[config.mk]
export PLATFORM = sky130hd
export DESIGN_NAME = divi_vl
export DESIGN_NICKNAME = d
export VERILOG_FILES = /design/src/rtl/divi_vl.sv
export SDC_FILE = /design/constraint.sdc
export NUM_CORES = 1
export LEC_CHECK = 0
export ABC_AREA = 1
export CAP_MARGIN = 20
export CORE_UTILIZATION = 45
export CTS_BUF_LIST = sky130_fd_sc_hd__clkbuf_16
export CTS_CLUSTER_DIAMETER = 80
export DETAILED_ROUTE_END_ITERATION = 8
export GPL_TIMING_DRIVEN = 0
export PLACE_DENSITY = 0.68
export RECOVER_POWER = 25
export SYNTH_ARGS = -nofsm -noshare
export SYNTH_HDL_FRONTEND = slang
export SYNTH_SLANG_ARGS = --single-unit
export TNS_END_PERCENT = 50
[constraint.sdc]
create_clock -name clock -period 6 [get_ports clock]
set_clock_uncertainty 0.15 [all_clocks]
set_input_delay 1.2 -clock clock [delete_from_list [all_inputs] [get_ports clock]]
set_output_delay 1.2 -clock clock [all_outputs]
set_load 0.02 [all_outputs]
[src/rtl/divi_vl.sv]
// rtl/divi_vl.sv - sequential signed restoring divider, one quotient bit per clock
// start/valid handshake matches the shift/add multiplier so either unit can be driven alike.
module divi_vl #(
  parameter int WIDTH = 32
) (
  input  logic             clock,
  input  logic             reset,
  input  logic             start,
  input  logic [WIDTH-1:0] dvdnd,
  input  logic [WIDTH-1:0] dvsor,
  output logic [WIDTH-1:0] quot,
  output logic [WIDTH-1:0] rmdr,
  output logic             valid,
  output logic             busy,
  output logic             div_zero
);

  localparam int CW = (WIDTH > 1) ? $clog2(WIDTH) : 1;
  localparam logic [CW-1:0] LAST = CW'(WIDTH - 1);

  typedef enum logic [1:0] {IDLE, CALC, SIGN, DONE} state_t;

  state_t           state, state_nxt;
  logic [WIDTH-1:0] q_reg;
  logic [WIDTH:0]   prem;
  logic [WIDTH-1:0] div_reg;
  logic [CW-1:0]    cnt;
  logic             sq, sr;

  logic [WIDTH-1:0] mag_dvdnd, mag_dvsor;
  logic [WIDTH:0]   shifted, trial;
  logic             dvsor_zero;

  always_comb begin
    state_nxt  = state;
    dvsor_zero = (dvsor == '0);
    // Negating the most negative value wraps back to itself, which read unsigned is 2^(WIDTH-1).
    mag_dvdnd  = dvdnd[WIDTH-1] ? -dvdnd : dvdnd;
    mag_dvsor  = dvsor[WIDTH-1] ? -dvsor : dvsor;
    shifted    = {prem[WIDTH-1:0], q_reg[WIDTH-1]};
    trial      = shifted - {1'b0, div_reg};
    case (state)
      IDLE:    if (start) state_nxt = dvsor_zero ? DONE : CALC;
      CALC:    if (cnt == LAST) state_nxt = SIGN;
      SIGN:    state_nxt = DONE;
      DONE:    state_nxt = IDLE;
      default: state_nxt = IDLE;
    endcase
  end

  always_ff @(posedge clock or posedge reset) begin
    if (reset) state <= IDLE;
    else       state <= state_nxt;
  end

  always_ff @(posedge clock or posedge reset) begin
    if (reset) begin
      q_reg    <= '0;
      prem     <= '0;
      div_reg  <= '0;
      cnt      <= '0;
      sq       <= 1'b0;
      sr       <= 1'b0;
      quot     <= '0;
      rmdr     <= '0;
      div_zero <= 1'b0;
    end else begin
      case (state)
        IDLE: if (start) begin
          if (dvsor_zero) begin
            quot     <= '1;
            rmdr     <= dvdnd;
            div_zero <= 1'b1;
          end else begin
            q_reg   <= mag_dvdnd;
            div_reg <= mag_dvsor;
            sq      <= dvdnd[WIDTH-1] ^ dvsor[WIDTH-1];
            sr      <= dvdnd[WIDTH-1];
            prem    <= '0;
            cnt     <= '0;
          end
        end
        CALC: begin
          // A negative trial means the divisor did not fit; keep the shifted remainder.
          if (!trial[WIDTH]) begin
            prem  <= trial;
            q_reg <= {q_reg[WIDTH-2:0], 1'b1};
          end else begin
            prem  <= shifted;
            q_reg <= {q_reg[WIDTH-2:0], 1'b0};
          end
          cnt <= cnt + CW'(1);
        end
        SIGN: begin
          quot     <= sq ? -q_reg : q_reg;
          rmdr     <= sr ? -prem[WIDTH-1:0] : prem[WIDTH-1:0];
          div_zero <= 1'b0;
        end
        default: ;
      endcase
    end
  end

  assign valid = (state == DONE);
  assign busy  = (state != IDLE);

endmodule

==> results of run 1 <==
-- per-layer routing --
layer / vias up / part of all wire [%] / track usage (%)
met5: - / 0 / 0
met4: 0 / 5.2 / 18.0
met3: 115 / 2.9 / 3.18
met2: 389 / 53 / 61.0
met1: 6595 / 39 / 34.1
li1: 7251 / - / -
-- synthesized netlist by cell type (all sizes together) --
master / instances / area share (%)
a22oi: 2 / 0.11
nor3: 27 / 1.0
nor2: 247 / 6.9
dfrtp: 170 / 31
o31ai: 2 / 0.11
o21bai: 5 / 0.28
a21boi: 1 / 0.055
o221ai: 1 / 0.064
a21oi: 66 / 2.6
buf: 33 / 1.3
fa: 1 / 0.15
or2: 8 / 0.37
a31oi: 21 / 0.97
xor2: 57 / 3.7
nand3: 225 / 8.4
nand4: 28 / 1.3
clkbuf: 33 / 0.91
o211ai: 24 / 1.3
ha: 43 / 4.0
nand3b: 17 / 0.94
nor4: 2 / 0.092
inv: 307 / 8.5
and2: 3 / 0.14
clkinv: 2 / 0.055
nor3b: 2 / 0.11
o22ai: 17 / 0.78
o21ai: 108 / 4.0
nand2: 712 / 20
xnor2: 11 / 0.71
a21o: 2 / 0.11
-- cells by family after synthesis --
kind of cell,share of synthesized area (%)
AO/OA/AOI/OAI,10.3
XOR/XNOR,4.38
adder cells (fa/ha/maj),4.10
buffers and inverters,10.7
flip-flops,31.3
AND/OR/NAND/NOR,39.2
-- area by class of cell --
type                    instances  area share (%)
multi-input cells            1632            49.3
flip-flops and latches        170            26.6
repair buffers                133            8.42
inverters                     309            7.25
well taps                     390            3.05
clock buffers                  17            2.66
plain buffers                  66            1.88
clock inverters                14           0.914
-- worst min-delay path: stages, from the launching register on --
cell and delay, ns:
dfrtp_1 0.34, nand2_1 0.05, nand2_1 0.05
-- power by group --
group          total, mW  leakage [nW]  internal (mW)  switching, mW
clock               1.12         0.267          0.612          0.511
combinational       3.88          6.04           1.26           2.63
sequential          1.83          2.07           1.53          0.297
-- how the worst max path moves through the flow --
stage | start | end | slack [ns]
final | dvsor[0] | div_reg[29] | 2.06
after global placement | reset | div_reg[30] | -2.32
after detailed placement | dvsor[0] | div_reg[29] | 1.66
after floorplan | reset | cnt[0] | 0.05
after global routing | dvsor[0] | div_reg[25] | 1.98
after CTS | dvsor[0] | div_reg[29] | 2.12
-- stage by stage --
stage               cell area (um2)  setup WS (ns)
floorplan                     13600         0.0466
global placement              15400          -2.32
detailed placement            15400           1.66
CTS                           16000           2.12
global route                  16000           1.98
finish                        16000           2.06
==> metrics.md, run 1 <==
| Metric | Value |
|---|---|
| Status | finished with violations |
| Failing checks | capacitance limit, slew limit |
| Yosys cell types | 43 |
| CP max stage delay | 0.50 ns |
| Worst slew margin | -92.1% |
| WP data arrival | 4.12 ns |
| Setup CP Type | in -> reg |
| Syn Inst Count | 2,177 |
| Share of the core filled with cells | 53.9% |
| Final hold viol count | 0 |
| Std-Cell Rows | 63 |
| Cells on worst reg2reg path | 18 |
| Sequential area share after synthesis | 31.3% |
| First-pass DRT Iterations | 5 |
| Die height | 176 um |
| Share of layout cells above drive strength 1 | 3.76% |
| CTS Sinks | 170 |
| Clock slew at reported path FFs | 0.07 ns |
| Syn Area/Cell | 6.25 um2 |
| CTS tree | built |
| Fmax | 0.254 GHz |
| RSZ-0062 raised after global routing | no |
| Pwr Total | 6.83 mW |
| Pin count of the biggest net entering global routing | 109 |
| DPL Wire Length | 39.3 mm |
| Max-slew violation count | 63 |
| WL final | 47.8 mm |
| Diodes inserted | 0 |
| Hold EP | quot[26] |
| GRT Residual Overflow | 0 |
| Hold slack | 0.328 ns |
| Setup_tns | 0 ns |
| Hold wc startpoint | quot[26] |
| Core box area | 29,700 um2 |
| Vias | 14,350 |
| Synthesis-to-finish area growth | 17.7% |
| Post-CTS Resized | 0 |
| Critical Path RT | 6.18 ns |
| Fillers | 3,135 |
| Count of final setup violators | 0 |
| CTS max path bufs | 2 |
| Post-DRT Antenna Nets | 0 |
| Fin nets | 2,440 |
| Yosys Warn Count | 0 |
| Die width | 176 um |
| Most frequent cells in the layout | nand2_1, inv_1, nor2_1, nand3_1, dfrtp_1 |
| Reg-to-reg endpoint | prem[5] |
| Slew at the pin closest to its max-slew limit | 2.87 ns |
| P per Cell Area | 427 nW/um2 |
| Largest vdd supply drop | 0.000262 V |
| Non-Filler Instances | 2,731 |
| Htree depth | 4 |
| Vias in the first global route | 14,251 |
| Worst hold path depth | 2 |
| Reg2reg start | q_reg[31] |
| CP top delay family | buffers and inverters |
| CTS hold repair buffers | 0 |
| Syn nets | 2,288 |
| First-pass GRT wire length | 75.4 mm |
| CP endpoint kind | flop |
| DR WL/cell | 17.5 um |
| Synth Register Bits | 170 |
| Dpl cells | 2,700 |
| Residual DRC | 0 |
| Stages on the worst setup path | 13 |
| CTS Buf Count | 17 |
| Slowest CP cell | clkinv_1 |
| Max FO, Critical Path | 10 |
| Crit share post-route | 65.7% |
| Ports | 134 |
| R2R setup slack | 2.78 ns |
| Max Cap Violations | 1 |
| I/O Buffers | 132 |
| Time the worst path needs with I/O delays and setup | 3.94 ns |
| # Post-CTS Setup Buffers | 0 |
| Leak | 8.37 nW |
| Clk_lat worst skew | 0.44 ns |
| Via density | 5.25 |
| Die area | 30,900 um2 |
| Critical path buffers and inverters | 5 |
| Initial antenna violation count | 0 |
| Synthesized area | 13,600 um2 |
| Clock Tree Root | clkbuf_16 |
| Min-Delay Path Class | reg -> reg |
| CP cell instances | clkdlybuf4s50_1 > inv_1 > ha_1 > nand4_1 > nor2_2 > nand2_1 > nor2_2 > inv_1 > nand3_2 > clkinv_1 > clkbuf_1 > nand3_1 > nand2_1 |
| Multi-input logic area | 7890 um2 |
| First-iteration detailed-routing DRC count | 917 |
| Initial core utilization | 45.8% |
| CP startpoint kind | primary input |
| Commonest non-fill, non-tap cell in the layout | nand2_1 |
| Placer Congestion | 0.958 |
| Total track usage | 32.0% |
| Register Area | 4250 um2 |
Power figures use the tool's default switching activity.
==> run 2: changes to the inputs <==
==> constraint.sdc (replaced) <==
create_clock -name clock -period 3.4 [get_ports clock]
set_clock_uncertainty 0.15 [all_clocks]
set_input_delay 0.68 -clock clock [delete_from_list [all_inputs] [get_ports clock]]
set_output_delay 0.68 -clock clock [all_outputs]
set_load 0.02 [all_outputs]
==> metrics.md, run 2 (synthesized netlist as in run 1, its figures left out) <==
| Metric | Value |
|---|---|
| First-pass DRT Iterations | 5 (unchanged) |
| DPL Wire Length | 40.0 mm (was 39.3 mm) |
| Clock Tree Root | clkbuf_16 (unchanged) |
| CTS max path bufs | 2 (unchanged) |
| Diodes inserted | 0 (unchanged) |
| DR WL met2 | 24.9 mm (was 25.2 mm) |
| GRT Residual Overflow | 0 (unchanged) |
| Fmax | 0.311 GHz |
| Hold slack | 0.328 ns (about the same) |
| Setup CP Type | in -> reg (unchanged) |
| CP startpoint kind | primary input (unchanged) |
| Share of the core filled with cells | 54.3% (was 53.9%) |
| Core box area | 29,700 um2 (unchanged) |
| Leak | 8.44 nW (was 8.37 nW) |
| Crit share post-route | 94.4% |
| CTS Sinks | 170 (unchanged) |
| Pwr Total | 12.4 mW (was 6.83 mW) |
| Largest vdd supply drop | 0.000405 V (was 0.000262 V) |
| Fin nets | 2,443 (was 2,440) |
| Post-DRT Antenna Nets | 0 (unchanged) |
| Pin count of the biggest net entering global routing | 41 (was 109) |
| Clock slew at reported path FFs | 0.07 ns (about the same) |
| Initial core utilization | 45.8% (unchanged) |
| Critical path buffers and inverters | 3 (was 5) |
| Slowest CP cell | nor2_2 (was clkinv_1) |
| Met1 Wirelength | 18.9 mm (was 18.7 mm) |
| Die height | 176 um (unchanged) |
| Vias in the first global route | 13,993 (was 14,251) |
| CP top delay family | simple AND/OR/NAND/NOR gates (was buffers and inverters) |
| RSZ-0062 raised after global routing | no (unchanged) |
| CTS tree | built (unchanged) |
| Commonest non-fill, non-tap cell in the layout | nand2_1 (unchanged) |
| Fillers | 3,063 (was 3,135) |
| Uppermost layer routed | met4 (unchanged) |
| Htree depth | 4 (unchanged) |
| Placer Congestion | 0.950 (was 0.958) |
| Initial antenna violation count | 0 (unchanged) |
| Failing checks | capacitance limit (was capacitance limit, slew limit) |
| P per Cell Area | 766 nW/um2 (was 427 nW/um2) |
| Post-CTS Resized | 0 (unchanged) |
| Clk_lat worst skew | 0.44 ns (about the same) |
| WL met3 | 1.43 mm (was 1.36 mm) |
| Count of final setup violators | 0 (unchanged) |
| Slew at the pin closest to its max-slew limit | 1.47 ns (was 2.87 ns) |
| CTS Buf Count | 17 (unchanged) |
| CP endpoint kind | flop (unchanged) |
| WL final | 48.2 mm (was 47.8 mm) |
| Synthesis-to-finish area growth | 18.6% (was 17.7%) |
| Vias | 14,260 (was 14,350) |
| First-pass GRT wire length | 74.8 mm (was 75.4 mm) |
| Die width | 176 um (unchanged) |
| Time the worst path needs with I/O delays and setup | 3.21 ns |
| Via density | 5.22 (was 5.25) |
| DR WL/cell | 17.6 um (was 17.5 um) |
| CP cell instances | clkdlybuf4s50_1 > inv_1 > ha_1 > nand4_1 > nor2_2 > nand2_1 > nor2_2 > nand2_2 > nand3_2 > nor2_2 > buf_2 > nand3_1 > nand2_1 (was clkdlybuf4s50_1 > inv_1 > ha_1 > nand4_1 > nor2_2 > nand2_1 > nor2_2 > inv_1 > nand3_2 > clkinv_1 > clkbuf_1 > nand3_1 > nand2_1) |
| First-iteration detailed-routing DRC count | 771 (was 917) |
| Most frequent cells in the layout | nand2_1, inv_1, nor2_1, nand3_1, dfrtp_1 (unchanged) |
| Die area | 30,900 um2 (unchanged) |
| Total track usage | 32.0% (about the same) |
| Std-Cell Rows | 63 (unchanged) |
| Ports | 134 (unchanged) |
| Max FO, Critical Path | 10 (unchanged) |
| # Post-CTS Setup Buffers | 0 (unchanged) |
| CP max stage delay | 0.55 ns (was 0.50 ns) |
| Max-slew violation count | 0 (was 63) |
| Final hold viol count | 0 (unchanged) |
| CTS hold repair buffers | 0 (unchanged) |
| WP data arrival | 3.44 ns (was 4.12 ns) |
| Max Cap Violations | 1 (unchanged) |
| Worst slew margin | 1.27% (was -92.1%) |
| Critical Path RT | 3.63 ns (was 6.18 ns) |
| Min-Delay Path Class | reg -> reg (unchanged) |
| Share of layout cells above drive strength 1 | 3.88% (was 3.76%) |
| Top cell by count, worst path | nor2_2 |
| Residual DRC | 0 (unchanged) |
| Status | finished with violations (unchanged) |
| I/O Buffers | 132 (unchanged) |
==> run 2: layer usage <==
| layer | up-vias | GRT usage (%) |
|---|---|---|
| met5 | - | 0 |
| met4 | 0 | 19.3 |
| met3 | 135 | 3.16 |
| met2 | 393 | 59.8 |
| met1 | 6476 | 34.7 |
| li1 | 7256 | - |
==> run 2: final cells by class <==
cell class                 instances  area (um2)  share of cell area [%]
buffer                            66         302                    1.87
multi-input combinational       1632        7890                    48.9
inverter                         309        1160                    7.22
sequential                       170        4250                    26.4
timing repair buffer             136        1390                    8.59
clock buffer                      17         425                    2.64
tap                              390         488                    3.02
clock inverter                    13         225                    1.40
==> run 2: path summary, 6_finish.rpt <==
kind | from | endpoint | slack [ns] | cells after the start
hold reg to reg | quot[26] | quot[26] | 0.33 | 2
min in group asynchronous | reset | quot[0] | 0.87 | 2
setup reg to reg | q_reg[31] | prem[1] | 0.25 | 18
setup / recovery | dvsor[0] | prem[29] | 0.19 | 13
hold / removal | quot[26] | quot[26] | 0.33 | 2
max in group asynchronous | reset | div_reg[24] | 0.65 | 4
==> run 2: metrics by stage <==
step	cells	instance area (um2)	setup slack (ns)	TNS [ns]
after detailed placement	2703	15500	-0.432	-9.09
after floorplan	2177	13600	0.401	0
after global placement	2699	15400	-1.08	-187.06
after global routing	2733	16100	0.0134	0
after CTS	2733	16100	0.0293	0
final	2733	16100	0.190	0
==> run 2: report_power, final <==
group | internal (mW) | switching (mW)
Combinational | 2.22 | 4.66
Sequential | 2.70 | 0.528
Clock | 1.37 | 0.883
Total | 6.29 | 6.07
==> run 2: worst register-to-register path: stages (launching register included) <==
cell and delay [ns]:
dfrtp_1 0.47, inv_2 0.14, ha_1 0.26, fa_1 0.40, inv_1 0.12, nand2_1 0.06
nand2_1 0.07, nand3_1 0.11, nand2_1 0.18, nand2_1 0.09, nand2_1 0.14, nand2_2 0.09
nand2_1 0.12, nand2_2 0.16, nand2_4 0.16, buf_6 0.15, nand2_1 0.06, nand3_1 0.06
nand2_1 0.05
